$ cat src/rtl/num_smul_arbiter.sv
// num_smul_arbiter: shares one signed multiplier (num_smul) among NUM_REQ
// requesters. A round-robin arbiter picks a requester, latches its operands,
// holds mul_go high until the multiplier reports done, stores the product in
// that requester's result slot and pulses its req_done for one cycle.
module num_smul_arbiter #(
  parameter int NUM_REQ     = 2,
  parameter int LEFT_WIDTH  = 32,
  parameter int RIGHT_WIDTH = 32,
  parameter int OUT_WIDTH   = 64
) (
  input  logic                           clk,
  input  logic                           reset,
  input  logic [NUM_REQ-1:0]             req_go,
  input  logic [NUM_REQ*LEFT_WIDTH-1:0]  req_left,
  input  logic [NUM_REQ*RIGHT_WIDTH-1:0] req_right,
  output logic [NUM_REQ*OUT_WIDTH-1:0]   req_out,
  output logic [NUM_REQ-1:0]             req_done,
  output logic [LEFT_WIDTH-1:0]          mul_left,
  output logic [RIGHT_WIDTH-1:0]         mul_right,
  output logic                           mul_go,
  input  logic [OUT_WIDTH-1:0]           mul_out,
  input  logic                           mul_done,
  output logic                           busy
);

  localparam int IW = $clog2(NUM_REQ);

  typedef enum logic [1:0] {
    S_IDLE = 2'd0,
    S_BUSY = 2'd1,
    S_DONE = 2'd2
  } state_t;

  state_t                         state_q;
  // grant_q doubles as the "last granted" pointer for round-robin.
  logic [IW-1:0]                  grant_q;
  logic [LEFT_WIDTH-1:0]          left_q;
  logic [RIGHT_WIDTH-1:0]         right_q;
  logic [NUM_REQ*OUT_WIDTH-1:0]   req_out_q;
  logic [NUM_REQ-1:0]             req_done_q;
  logic                           mul_go_q;
  logic                           busy_q;

  logic                           pick_valid;
  logic [IW-1:0]                  pick_idx;
  logic [IW-1:0]                  cand_idx;
  logic [LEFT_WIDTH-1:0]          pick_left;
  logic [RIGHT_WIDTH-1:0]         pick_right;

  // Round-robin search starting just after the last grant; in DONE the
  // current grantee is skipped so a held req_go is only re-served from IDLE
  // or after another requester has had its turn.
  always_comb begin
    // NOTE: every variable gets a default before any branch so no latch is inferred.
    pick_valid = 1'b0;
    pick_idx   = '0;
    cand_idx   = '0;
    for (int k = 1; k <= NUM_REQ; k++) begin
      cand_idx = IW'((int'(grant_q) + k) % NUM_REQ);
      if (!pick_valid && req_go[cand_idx] &&
          !(state_q == S_DONE && cand_idx == grant_q)) begin
        pick_valid = 1'b1;
        pick_idx   = cand_idx;
      end
    end
  end

  // Operand slices of the requester that would be granted this cycle.
  always_comb begin
    pick_left  = req_left[int'(pick_idx)*LEFT_WIDTH +: LEFT_WIDTH];
    pick_right = req_right[int'(pick_idx)*RIGHT_WIDTH +: RIGHT_WIDTH];
  end

  // Control FSM with all outputs registered alongside the state.
  always_ff @(posedge clk or posedge reset) begin
    if (reset) begin
      state_q    <= S_IDLE;
      grant_q    <= IW'(NUM_REQ - 1);
      left_q     <= '0;
      right_q    <= '0;
      req_out_q  <= '0;
      req_done_q <= '0;
      mul_go_q   <= 1'b0;
      busy_q     <= 1'b0;
    end else begin
      // NOTE: non-blocking assignments keep every register sampling pre-edge values.
      req_done_q <= '0;
      unique case (state_q)
        S_IDLE: begin
          if (pick_valid) begin
            left_q   <= pick_left;
            right_q  <= pick_right;
            grant_q  <= pick_idx;
            state_q  <= S_BUSY;
            mul_go_q <= 1'b1;
            busy_q   <= 1'b1;
          end
        end
        S_BUSY: begin
          if (mul_done) begin
            req_out_q[int'(grant_q)*OUT_WIDTH +: OUT_WIDTH] <= mul_out;
            req_done_q[grant_q] <= 1'b1;
            state_q  <= S_DONE;
            mul_go_q <= 1'b0;
          end
        end
        S_DONE: begin
          // mul_go stays low here for one cycle so the multiplier flushes its done pipeline.
          if (pick_valid) begin
            left_q   <= pick_left;
            right_q  <= pick_right;
            grant_q  <= pick_idx;
            state_q  <= S_BUSY;
            mul_go_q <= 1'b1;
          end else begin
            state_q  <= S_IDLE;
            busy_q   <= 1'b0;
          end
        end
        default: begin
          state_q  <= S_IDLE;
          mul_go_q <= 1'b0;
          busy_q   <= 1'b0;
        end
      endcase
    end
  end

  assign req_out   = req_out_q;
  assign req_done  = req_done_q;
  assign mul_left  = left_q;
  assign mul_right = right_q;
  assign mul_go    = mul_go_q;
  assign busy      = busy_q;

endmodule

$ cat config.mk
export PLATFORM = sky130hd
export DESIGN_NAME = num_smul_arbiter
export DESIGN_NICKNAME = d
export VERILOG_FILES = /design/src/rtl/num_smul_arbiter.sv
export SDC_FILE = /design/constraint.sdc
export NUM_CORES = 1
export LEC_CHECK = 0
export ABC_CLOCK_PERIOD_IN_PS = 8090
export CORE_AREA = 2 2 151 153
export DETAILED_ROUTE_END_ITERATION = 6
export DIE_AREA = 0 0 153 155
export PLACE_DENSITY_LB_ADDON = 0.25
export SETUP_SLACK_MARGIN = 0.05
export SLEW_MARGIN = 20
export SYNTH_ARGS = -nofsm -noshare
export SYNTH_HDL_FRONTEND = slang
export SYNTH_SLANG_ARGS = --single-unit
export TNS_END_PERCENT = 1
$ cat constraint.sdc
create_clock -name clk -period 8.09 [get_ports clk]
set_input_delay 1.618 -clock clk [delete_from_list [all_inputs] [get_ports clk]]
set_output_delay 1.618 -clock clk [all_outputs]
set_load 0.005 [all_outputs]
After elaboration in Yosys (flattened, before gate mapping)
Cells that the tools add are included.
{"block": "totals", "wordCells": 66, "inputBits": 197, "out_inout_bits": 196, "register_bits": 199}
{"block": "op_classes", "addsub": 3, "bitwise_logic": 1, "muxes": 22, "n_reduce_logical": 16, "n_shift": 4, "order_cmp": 4, "eq_ne": 8}
{"operator": "bitwise mux 128 bit", "n": 1}
{"operator": "variable shift 64 x 33 -> 128 bit, first input constant", "n": 1}
{"operator": "indexed part select 64 x 33 -> 128 bit", "n": 1}
{"operator": "indexed part select 64 x 7 -> 32 bit", "n": 2}
{"operator": "negator 7 -> 33 bit", "n": 1}
{"operator": "two-way mux 1 bit", "n": 13}
{"operator": "two-way mux 2 bit", "n": 4}
{"operator": "AND reduction 2 bit", "n": 4}
{"operator": "logical AND 1 bit", "n": 6}
{"operator": "< comparator 1 x 2 -> 1 bit, second input constant", "n": 3}
{"operator": "inequality test 2 bit, second input constant", "n": 3}
{"operator": "case mux 2 bit (3 select lines)", "n": 1}
{"operator": "logical NOT 1 bit", "n": 3}
{"operator": "case mux 1 bit (3 select lines)", "n": 1}
{"operator": "AND reduction 3 bit", "n": 1}
{"operator": "adder 1 bit, second input constant", "n": 2}
{"operator": "equality test 1 bit", "n": 2}
{"operator": "equality test 2 x 1 -> 1 bit, second input constant", "n": 1}
{"operator": "equality test 2 bit, second input constant", "n": 1}
{"operator": "logical NOT 2 bit", "n": 1}
{"operator": "inequality test 2 x 1 -> 1 bit, second input constant", "n": 1}
{"operator": "case mux 1 bit (2 select lines)", "n": 1}
{"operator": "OR reduction 2 bit", "n": 1}
{"operator": "demux 1 bit (select 1 bit)", "n": 1}
{"operator": "2 further kinds", "n": 2}

Longest topological paths before layout
Gate-level depths: netlist of run 1.
{"block": "logic_depth", "word_depth": 12, "ltp_mapped": 6, "mapped_depth_nobuf": 4}

Least setup slack after synthesis of run 1
OpenSTA, ideal clock, no wires.
{"block": "synth_timing", "kind": "input to register", "start": "in req_go[0]", "end": "reg left_q[0], in the netlist mul_left[0]", "required_ns": 7.965, "path_buffers": 2, "cell_stages": 6, "arrival_ns": 2.610, "slack_ns": 5.355, "path_cell_list": "nand2_1 > nand3_1 > buf_6 > buf_6 > mux2_4 > mux2_4"}
{"block": "synth_between", "elab_chain_cells": 9, "elab_cells_between_ends": 14, "cone_classes": "shift (1); mux (8); reduce/logical (5)"}
{"element": "start: declaration", "line_no": "13", "source": "input logic [NUM_REQ-1:0] req_go,"}
{"element": "two-way mux 1 bit (implied by the code) (2 in series)", "line_no": "60", "source": "if (!pick_valid && req_go[cand_idx] &&"}
{"element": "logical AND 1 bit", "line_no": "60"}
{"element": "two-way mux 1 bit", "line_no": "60"}
{"element": "logical NOT 1 bit", "line_no": "60"}
{"element": "logical AND 1 bit (2 in series)", "line_no": "60"}
{"element": "two-way mux 1 bit", "line_no": "60"}
{"element": "indexed part select 64 x 7 -> 32 bit or AND reduction 2 bit (tied branches)"}
{"element": "end signal: assignment", "line_no": "91", "source": "left_q <= pick_left;"}
{"element": "end signal: assignment", "line_no": "110", "source": "left_q <= pick_left;"}
{"element": "end: declaration", "line_no": "37", "source": "logic [LEFT_WIDTH-1:0] left_q;"}
Several ways; a longest one is shown, not always the timed one. The select of a mux whose other input is x is not followed.
A chain may end at the register's enable or synchronous reset.

Worst setup path in the final report of run 1
{"block": "layout_timing", "start": "in req_go[0]", "end": "reg left_q[30], in the netlist mul_left[30]"}
The elaborated chain is that of the path after synthesis.

==> results.sh, run 1 <==
export IMPL_status="finished, final reports clean"
export IMPL_synth_cell_type_count=22
export IMPL_yosys_most_used_dff="dfrtp_1"
export IMPL_switching_share_pct=28.3
export IMPL_drt_drc_violations_left=0
export IMPL_antenna_found_initial=0
export IMPL_endpoint_kind="flop"
export IMPL_die_x_um=153
export IMPL_yosysTopAreaCell="dfrtp_1"
export IMPL_hold_buffers=0
export IMPL_netlist_area_leader_share_pct=57.4
export IMPL_chipHeight_um=155
export IMPL_place_congestion=0.761
export IMPL_synth_seq_cells=199
export IMPL_crit_arrival_ns=4.24
export IMPL_first_pass_iters=4
export IMPL_yosysSeqAreaShare_pct=57.7
export IMPL_leakagePower_nw=5.68
export IMPL_start_util_pct=38.8
export IMPL_path_class="in -> reg"
export IMPL_maxCapViolCount=0
export IMPL_r2r_start="grant_q"
export IMPL_setup_viol=0
export IMPL_grt_overflow=0
export IMPL_pin_count=393
export IMPL_grt_max_degree=140
export IMPL_async_reset_ff_share_pct=100
export IMPL_fin_crit_sh_pct=48.5
export IMPL_path_max_fanout=55
export IMPL_crit_required_ns=8.41
export IMPL_grt_pass1_vias=5987
export IMPL_fin_crit_ns=3.92
export IMPL_hpwlAfterDp_um=15900
export IMPL_clk_latency_ns=0.43
export IMPL_synth_warnings=0
export IMPL_cts_tree="yes"
export IMPL_row_count=55
export IMPL_setup_worst_path_start_class="input pin"
export IMPL_synth_area_mm2=0.00863
export IMPL_htreeDepth=4
export IMPL_coreArea_mm2=0.0222
export IMPL_p_clk_share_pct=16.9
export IMPL_power_internal_w=0.00351
export IMPL_vdd_ir_drop_max_uv=213
export IMPL_cts_buffers_inserted=17
export IMPL_slew_headroom_pct=35.7
export IMPL_hold_worst_slack_ns=0.505
export IMPL_synth_most_common_cell="dfrtp_1"
export IMPL_grt_pass1_wl_um=34400
export IMPL_clk_pin_slew_ns=0.08
export IMPL_p_sw_w=0.00138
export IMPL_wirelength_um=21900
export IMPL_synthTopCellsByCount="198 x dfrtp_1, 158 x mux2_2, 98 x mux2_4, 15 x buf_6, 7 x buf_4"
export IMPL_vias=5668
export IMPL_clock_skew_ns=0.0141
export IMPL_track_usage_pct=18.6
export IMPL_synth_area_leaders="dfrtp_1 57%, mux2_2 21%, mux2_4 17%, buf_6 2.0%, buf_4 0.61%"
export IMPL_min_from="req_out[49]"
export IMPL_tns_ns=0
export IMPL_postRouteAntennaNets=0
export IMPL_hold_viol_final=0
export IMPL_cp_startpoint="req_go[0]"
export IMPL_port_buffers=392
export IMPL_clock_sinks=199
export IMPL_maxClockFrequency_ghz=0.255
export IMPL_comb_power_share_pct=46.8
export IMPL_drive_gt1_share_pct=32.7
export IMPL_syn_area_per_cell_um2=16.9
export IMPL_area_delta_synth_final_pct=54.1
export IMPL_synth_edf_count=0
export IMPL_worst_pin_slew_ns=0.965
export IMPL_die_area_mm2=0.0237
export IMPL_clockBufferDepth=2
export IMPL_p_seq_share_pct=36.3
export IMPL_postCtsSetupRepairBufs=0
export IMPL_diodes=0
export IMPL_worstHoldPathType="reg -> reg"
export IMPL_powerDensity_mw_per_mm2=368
export IMPL_wl_per_cell_um=18.3
export IMPL_ctsResizeCount=0
export IMPL_final_max_slew_viol_count=0
export IMPL_grt_setup_unrepaired="false"
export IMPL_vias_per_cell=4.74
export IMPL_synth_cells=509
export IMPL_final_nets=1094
export IMPL_synth_nets=706
export IMPL_root_buffer="clkbuf_16"
export IMPL_drtIter0Drc=180
==> kinds of logic after synthesis <==
family / share of synthesized area (%)
buffers and inverters: 3.13
flip-flops: 57.7
AO/OA/AOI/OAI: 0.653
AND/OR/NAND/NOR: 0.682
multiplexers: 37.8
==> layout by cell type (no fill, tap or decap), drive strengths merged <==
master	n
a21oi	2
a22oi	1
and2	1
and3b	1
buf	5
clkbuf	18
clkdlybuf4s50	392
clkinv	6
clkinvlp	3
dfrtp	198
dfstp	1
inv	10
mux2	256
mux2i	1
nand2	3
nand2b	1
nand3	1
nand3b	1
nor2	1
nor3	1
o21a	1
o21ai	5
o22ai	1
==> cell type report <==
cell class / count / area (um^2)
clock buffer: 18 / 429
clock inverter: 14 / 141
fill: 1755 / 8930
inverter: 5 / 26.3
multi-input combinational: 277 / 3400
sequential: 199 / 4980
tap: 285 / 357
timing repair buffer: 397 / 3960
==> registers in the layout, summed over array words and instances (netlist names) <==
name / count
state_q: 2
req_done: 2
mul_go: 1
grant_q: 1
busy: 1
mul_right: 32
req_out: 128
mul_left: 32
==> worst paths after layout <==
path	endpoint	slack, ns	cells past startpoint
setup reg to reg	mul_left[30]	5.18	5
setup / recovery	mul_left[30]	4.17	5
max in group asynchronous	req_out[105]	4.89	3
hold reg to reg	req_out[49]	0.50	1
hold / removal	req_out[49]	0.50	1
min in group asynchronous	req_out[42]	1.82	2
==> power by group through the flow <==
stage | registers [W] | logic, W | clock network [W]
global placement | 0.00178 | 0.00230 | 0
detailed placement | 0.00179 | 0.00233 | 0
finish | 0.00178 | 0.00229 | 0.000828
floorplan | 0.00181 | 0.000999 | 0
CTS | 0.00178 | 0.00233 | 0.000851
global route | 0.00185 | 0.00244 | 0.000892
==> metrics by stage <==
stage	utilization, %	total power [W]	std cells	area, um^2	worst slack, ns
5_1_grt	59.8	0.00518	1195	13300	4.03
4_1_cts	59.8	0.00496	1195	13300	4.17
3_5_place_dp	57.2	0.00411	1163	12700	3.71
3_3_place_gp	57.2	0.00408	1163	12700	3.73
6_report	59.8	0.00490	1195	13300	4.17
2_1_floorplan	-	0.00281	509	8630	1.05
==> metal layers <==
metal	GRT usage, %	up-vias	part of all wire (%)
met3	6.18	22	8.1
met4	5.42	0	1.7
met5	0	-	0
met1	23.3	2811	42
met2	30.8	252	49
li1	-	2583	-
==> critical path: stages <==
cell	delay, ns
clkdlybuf4s50_1	0.55
a21oi_1	0.13
nor3_4	0.60
buf_4	0.84
mux2_2	0.42
No activity file was read; power rests on OpenSTA's default activity.
==> run 2: changes to the inputs <==
--- a/config.mk
+++ b/config.mk
@@ -5,7 +5,7 @@
 export SDC_FILE = /design/constraint.sdc
 export NUM_CORES = 1
 export LEC_CHECK = 0
-export ABC_CLOCK_PERIOD_IN_PS = 8090
+export ABC_CLOCK_PERIOD_IN_PS = 3700
 export CORE_AREA = 2 2 151 153
 export DETAILED_ROUTE_END_ITERATION = 6
 export DIE_AREA = 0 0 153 155
==> constraint.sdc (replaced) <==
create_clock -name clk -period 3.7 [get_ports clk]
set_input_delay 0.74 -clock clk [delete_from_list [all_inputs] [get_ports clk]]
set_output_delay 0.74 -clock clk [all_outputs]
set_load 0.005 [all_outputs]
==> results.sh, run 2 (synthesis results as in run 1) <==
export IMPL_vdd_ir_drop_max_uv=428
export IMPL_path_max_fanout=26
export IMPL_drtIter0Drc=118
export IMPL_worst_path_buf_inv=2
export IMPL_grt_use_met3_pct=7.66
export IMPL_grt_max_degree=66
export IMPL_crit_arrival_ns=2.75
export IMPL_max_stage_delay_ns=0.57
export IMPL_multi_input_area_mm2=0.00340
export IMPL_final_common_cell="clkdlybuf4s50_1"
export IMPL_drt_drc_violations_left=0
export IMPL_final_max_slew_viol_count=0
export IMPL_ctsResizeCount=0
export IMPL_die_area_mm2=0.0237
export IMPL_leakagePower_nw=5.77
export IMPL_pre_cts_ws_ns=0.827
export IMPL_fillers=1794
export IMPL_layout_common_cells="392 x clkdlybuf4s50_1, 198 x dfrtp_1, 158 x mux2_2"
export IMPL_grtUsageMet1_pct=21.3
export IMPL_maxCapViolCount=0
export IMPL_area_delta_synth_final_pct=56.1
export IMPL_drive_gt1_share_pct=33.4
export IMPL_root_buffer="clkbuf_16"
export IMPL_postRouteAntennaNets=0
export IMPL_grt_setup_unrepaired="false"
export IMPL_clk_pin_slew_ns=0.08
export IMPL_setup_slack_ns=1.27
export IMPL_busiest_layer="met2"
export IMPL_wirelength_um=22100
export IMPL_min_from="mul_go"
export IMPL_min_path_cells=1
export IMPL_vias_per_cell=4.76
export IMPL_status="finished, final reports clean"
export IMPL_cp_num_cells=6
export IMPL_setup_viol=0
export IMPL_grt_util_met2_pct=32.5
export IMPL_chipHeight_um=155
export IMPL_setup_worst_path_start_class="input pin"
export IMPL_crit_slowest_cell="clkdlybuf4s50_1"
export IMPL_clk_latency_ns=0.43
export IMPL_grt_overflow=0
export IMPL_cp_startpoint="req_go[0]"
export IMPL_clockBufferDepth=2
export IMPL_cp_cell_sequence="clkdlybuf4s50_1 -> nand2_1 -> nand3_4 -> buf_4 -> mux2_2 -> mux2_2"
export IMPL_cts_buffers_inserted=17
export IMPL_start_util_pct=38.8
export IMPL_track_usage_pct=18.7
export IMPL_wl_per_cell_um=18.4
export IMPL_antenna_found_initial=0
export IMPL_port_buffers=392
export IMPL_row_count=55
export IMPL_regArea_mm2=0.00498
export IMPL_die_x_um=153
export IMPL_power_internal_w=0.00779
export IMPL_fin_crit_sh_pct=65.6
export IMPL_cp_common_cell="mux2_2"
export IMPL_powerDensity_mw_per_mm2=802
export IMPL_clock_sinks=199
export IMPL_htreeDepth=4
export IMPL_largest_reg_flops=128
export IMPL_tns_ns=0
export IMPL_crit_family="buffers and inverters"
export IMPL_worstHoldPathType="reg -> reg"
export IMPL_coreArea_mm2=0.0222
export IMPL_hold_buffers=0
export IMPL_switching_share_pct=27.9
export IMPL_grt_pass1_vias=6139
export IMPL_fin_crit_ns=2.43
export IMPL_cts_tree="yes"
export IMPL_path_class="in -> reg"
export IMPL_comb_power_share_pct=46.7
export IMPL_maxClockFrequency_ghz=0.412
export IMPL_endpoint_kind="flop"
export IMPL_worst_pin_slew_ns=0.818
export IMPL_hold_viol_final=0
export IMPL_grt_pass1_wl_um=34400
export IMPL_p_clk_share_pct=17.3
export IMPL_first_pass_iters=4
export IMPL_r2r_cells=5
export IMPL_postCtsSetupRepairBufs=0
export IMPL_final_nets=1103
export IMPL_p_sw_w=0.00302
export IMPL_pin_count=393
export IMPL_slew_headroom_pct=45.4
export IMPL_p_seq_share_pct=36.0
export IMPL_diodes=0
export IMPL_vias=5733
export IMPL_place_congestion=0.781
export IMPL_hpwlAfterDp_um=16400
export IMPL_r2r_start="grant_q"
export IMPL_crit_required_ns=4.02
export IMPL_clock_skew_ns=0.0127
-- run 2: layout make-up --
class / count / area share, %
clock buffer: 18 / 3.19
multi-input combinational: 277 / 25.2
clock inverter: 14 / 1.23
sequential: 199 / 37.0
timing repair buffer: 406 / 30.6
inverter: 5 / 0.167
tap: 285 / 2.65
-- run 2: metal layers --
layer	up-vias	wire length [um]
met4	0	376
met2	248	11200
met1	2861	8550
met5	-	0
met3	22	2000
li1	2602	-
-- run 2: power groups by stage --
stage | logic (W) | clock network (W) | registers (W)
2_1_floorplan | 0.00218 | 0 | 0.00396
3_3_place_gp | 0.00507 | 0 | 0.00389
3_5_place_dp | 0.00514 | 0 | 0.00391
4_1_cts | 0.00514 | 0.00193 | 0.00391
5_1_grt | 0.00537 | 0.00202 | 0.00405
6_report | 0.00505 | 0.00187 | 0.00389
-- run 2: path summary, 6_finish.rpt --
path / endpoint / slack (ns)
max: mul_left[28] / 1.27
min: mul_go / 0.50
max reg2reg: mul_left[28] / 1.54
min reg2reg: mul_go / 0.50
max in group asynchronous: mul_left[3] / 2.14
min in group asynchronous: req_out[19] / 0.81
-- run 2: through the flow --
| step | power [W] | hold WS (ns) | instance area [um^2] | cells | util [%] |
|---|---|---|---|---|---|
| global route | 0.0114 | 0.519 | 13500 | 1204 | 60.6 |
| global placement | 0.00896 | 0.482 | 12900 | 1172 | 57.9 |
| finish | 0.0108 | 0.503 | 13500 | 1204 | 60.6 |
| CTS | 0.0110 | 0.509 | 13500 | 1204 | 60.6 |
| detailed placement | 0.00905 | 0.488 | 12900 | 1172 | 57.9 |
| floorplan | 0.00615 | 0.488 | 8630 | 509 | - |
==> run 3: changes to the inputs <==
--- a/config.mk
+++ b/config.mk
@@ -5,7 +5,7 @@
 export SDC_FILE = /design/constraint.sdc
 export NUM_CORES = 1
 export LEC_CHECK = 0
-export ABC_CLOCK_PERIOD_IN_PS = 3700
+export ABC_CLOCK_PERIOD_IN_PS = 2400
 export CORE_AREA = 2 2 151 153
 export DETAILED_ROUTE_END_ITERATION = 6
 export DIE_AREA = 0 0 153 155
==> constraint.sdc (replaced) <==
create_clock -name clk -period 2.4 [get_ports clk]
set_input_delay 0.48 -clock clk [delete_from_list [all_inputs] [get_ports clk]]
set_output_delay 0.48 -clock clk [all_outputs]
set_load 0.005 [all_outputs]
==> results.sh, run 3 (synthesis results as in run 1) <==
export IMPL_slew_headroom_pct=60.3
export IMPL_crit_arrival_ns=2.29
export IMPL_place_congestion=0.777
export IMPL_vdd_ir_drop_max_uv=490
export IMPL_fin_crit_sh_pct=82.1
export IMPL_regArea_mm2=0.00498
export IMPL_worst_path_buf_inv=1
export IMPL_htreeDepth=4
export IMPL_area_delta_synth_final_pct=56.9
export IMPL_die_x_um=153
export IMPL_postCtsSetupRepairBufs=0
export IMPL_grt_pass1_vias=6195
export IMPL_largest_reg_flops=128
export IMPL_antenna_found_initial=0
export IMPL_hold_buffers=0
export IMPL_ctsResizeCount=0
export IMPL_pin_count=393
export IMPL_grt_setup_unrepaired="false"
export IMPL_drt_drc_violations_left=0
export IMPL_layout_common_cells="392 x clkdlybuf4s50_1, 198 x dfrtp_1, 158 x mux2_2"
export IMPL_maxCapViolCount=0
export IMPL_cp_cell_sequence="nand2b_1 -> a21oi_1 -> nor3_4 -> buf_12 -> mux2_2"
export IMPL_fillers=1728
export IMPL_postRouteAntennaNets=0
export IMPL_crit_slowest_cell="dfstp_2"
export IMPL_r2r_start="grant_q"
export IMPL_path_class="reg -> reg"
export IMPL_row_count=55
export IMPL_dpl_cell_area_mm2=0.0129
export IMPL_port_buffers=392
export IMPL_clock_sinks=199
export IMPL_start_util_pct=38.8
export IMPL_wirelength_um=22000
export IMPL_maxClockFrequency_ghz=0.507
export IMPL_final_util_pct=60.9
export IMPL_max_stage_delay_ns=0.60
export IMPL_clk_latency_ns=0.42
export IMPL_crit_family="flip-flops"
export IMPL_endpoint_kind="flop"
export IMPL_drtIter0Drc=207
export IMPL_final_common_cell="clkdlybuf4s50_1"
export IMPL_vias_per_cell=4.73
export IMPL_grt_overflow=0
export IMPL_grt_max_degree=102
export IMPL_worst_pin_slew_ns=0.596
export IMPL_cts_buffers_inserted=17
export IMPL_chipHeight_um=155
export IMPL_setup_viol=0
export IMPL_hpwlAfterDp_um=16200
export IMPL_drive_gt1_share_pct=33.3
export IMPL_grt_pass1_wl_um=34600
export IMPL_cp_startpoint="grant_q"
export IMPL_coreArea_mm2=0.0222
export IMPL_final_cell_area_mm2=0.0135
export IMPL_diodes=0
export IMPL_clockBufferDepth=2
export IMPL_powerDensity_mw_per_mm2=1250
export IMPL_clock_skew_ns=0.0141
export IMPL_hold_viol_final=0
export IMPL_wl_per_cell_um=18.3
export IMPL_die_area_mm2=0.0237
export IMPL_fin_crit_ns=1.97
export IMPL_multi_input_area_mm2=0.00340
export IMPL_min_from="req_out[95]"
export IMPL_root_buffer="clkbuf_16"
export IMPL_crit_required_ns=2.72
export IMPL_worstHoldPathType="reg -> reg"
export IMPL_final_nets=1100
export IMPL_cts_tree="yes"
export IMPL_final_max_slew_viol_count=0
export IMPL_first_pass_iters=4
export IMPL_vias=5679
export IMPL_clk_pin_slew_ns=0.08
export IMPL_path_max_fanout=42
export IMPL_leakagePower_nw=5.80
export IMPL_status="finished, final reports clean"
export IMPL_track_usage_pct=18.6
export IMPL_setup_worst_path_start_class="flop"
## run 3: metrics by stage
stage / total power (W) / std cells / TNS [ns] / hold slack, ns / setup slack [ns]
2_1_floorplan: 0.00948 / 509 / -129.40 / 0.488 / -0.654
3_3_place_gp: 0.0139 / 1169 / 0 / 0.487 / 0.121
3_5_place_dp: 0.0140 / 1169 / 0 / 0.492 / 0.0684
4_1_cts: 0.0172 / 1201 / 0 / 0.508 / 0.437
5_1_grt: 0.0179 / 1201 / 0 / 0.522 / 0.378
6_report: 0.0170 / 1201 / 0 / 0.504 / 0.428
## run 3: final timing paths
| path | depth (start not counted) | slack [ns] | endpoint |
|---|---|---|---|
| max reg2reg | 5 | 0.43 | mul_left[28] |
| min | 1 | 0.50 | req_out[95] |
| max in group asynchronous | 3 | 1.33 | req_out[58] |
| min reg2reg | 1 | 0.50 | req_out[95] |
| min in group asynchronous | 3 | 0.57 | req_out[92] |
| max | 5 | 0.43 | mul_left[28] |
## run 3: worst register-to-register path, stage by stage (launching register included)
cell      delay (ns)
dfstp_2         0.60
nand2b_1        0.14
a21oi_1         0.11
nor3_4          0.28
buf_12          0.31
mux2_2          0.43
## run 3: cell type report
| class | count | share of cell area, % |
|---|---|---|
| Sequential cell | 199 | 36.8 |
| Multi-Input combinational cell | 277 | 25.1 |
| Clock buffer | 18 | 3.24 |
| Tap cell | 285 | 2.63 |
| Clock inverter | 14 | 1.53 |
| Timing Repair Buffer | 403 | 30.5 |
| Inverter | 5 | 0.166 |
## run 3: per-layer routing
| metal | GRT usage [%] | part of all wire [%] | up-vias |
|---|---|---|---|
| met5 | 0 | 0 | - |
| met4 | 5.95 | 2.2 | 0 |
| met3 | 6.94 | 8.5 | 26 |
| met2 | 31.9 | 51 | 265 |
| met1 | 21.7 | 39 | 2784 |
| li1 | - | - | 2604 |
## run 3: where the power goes
group / total [W] / internal, W / switching, W
Combinational: 0.00784 / 0.00548 / 0.00236
Sequential: 0.00602 / 0.00508 / 0.000936
Clock: 0.00310 / 0.00172 / 0.00137
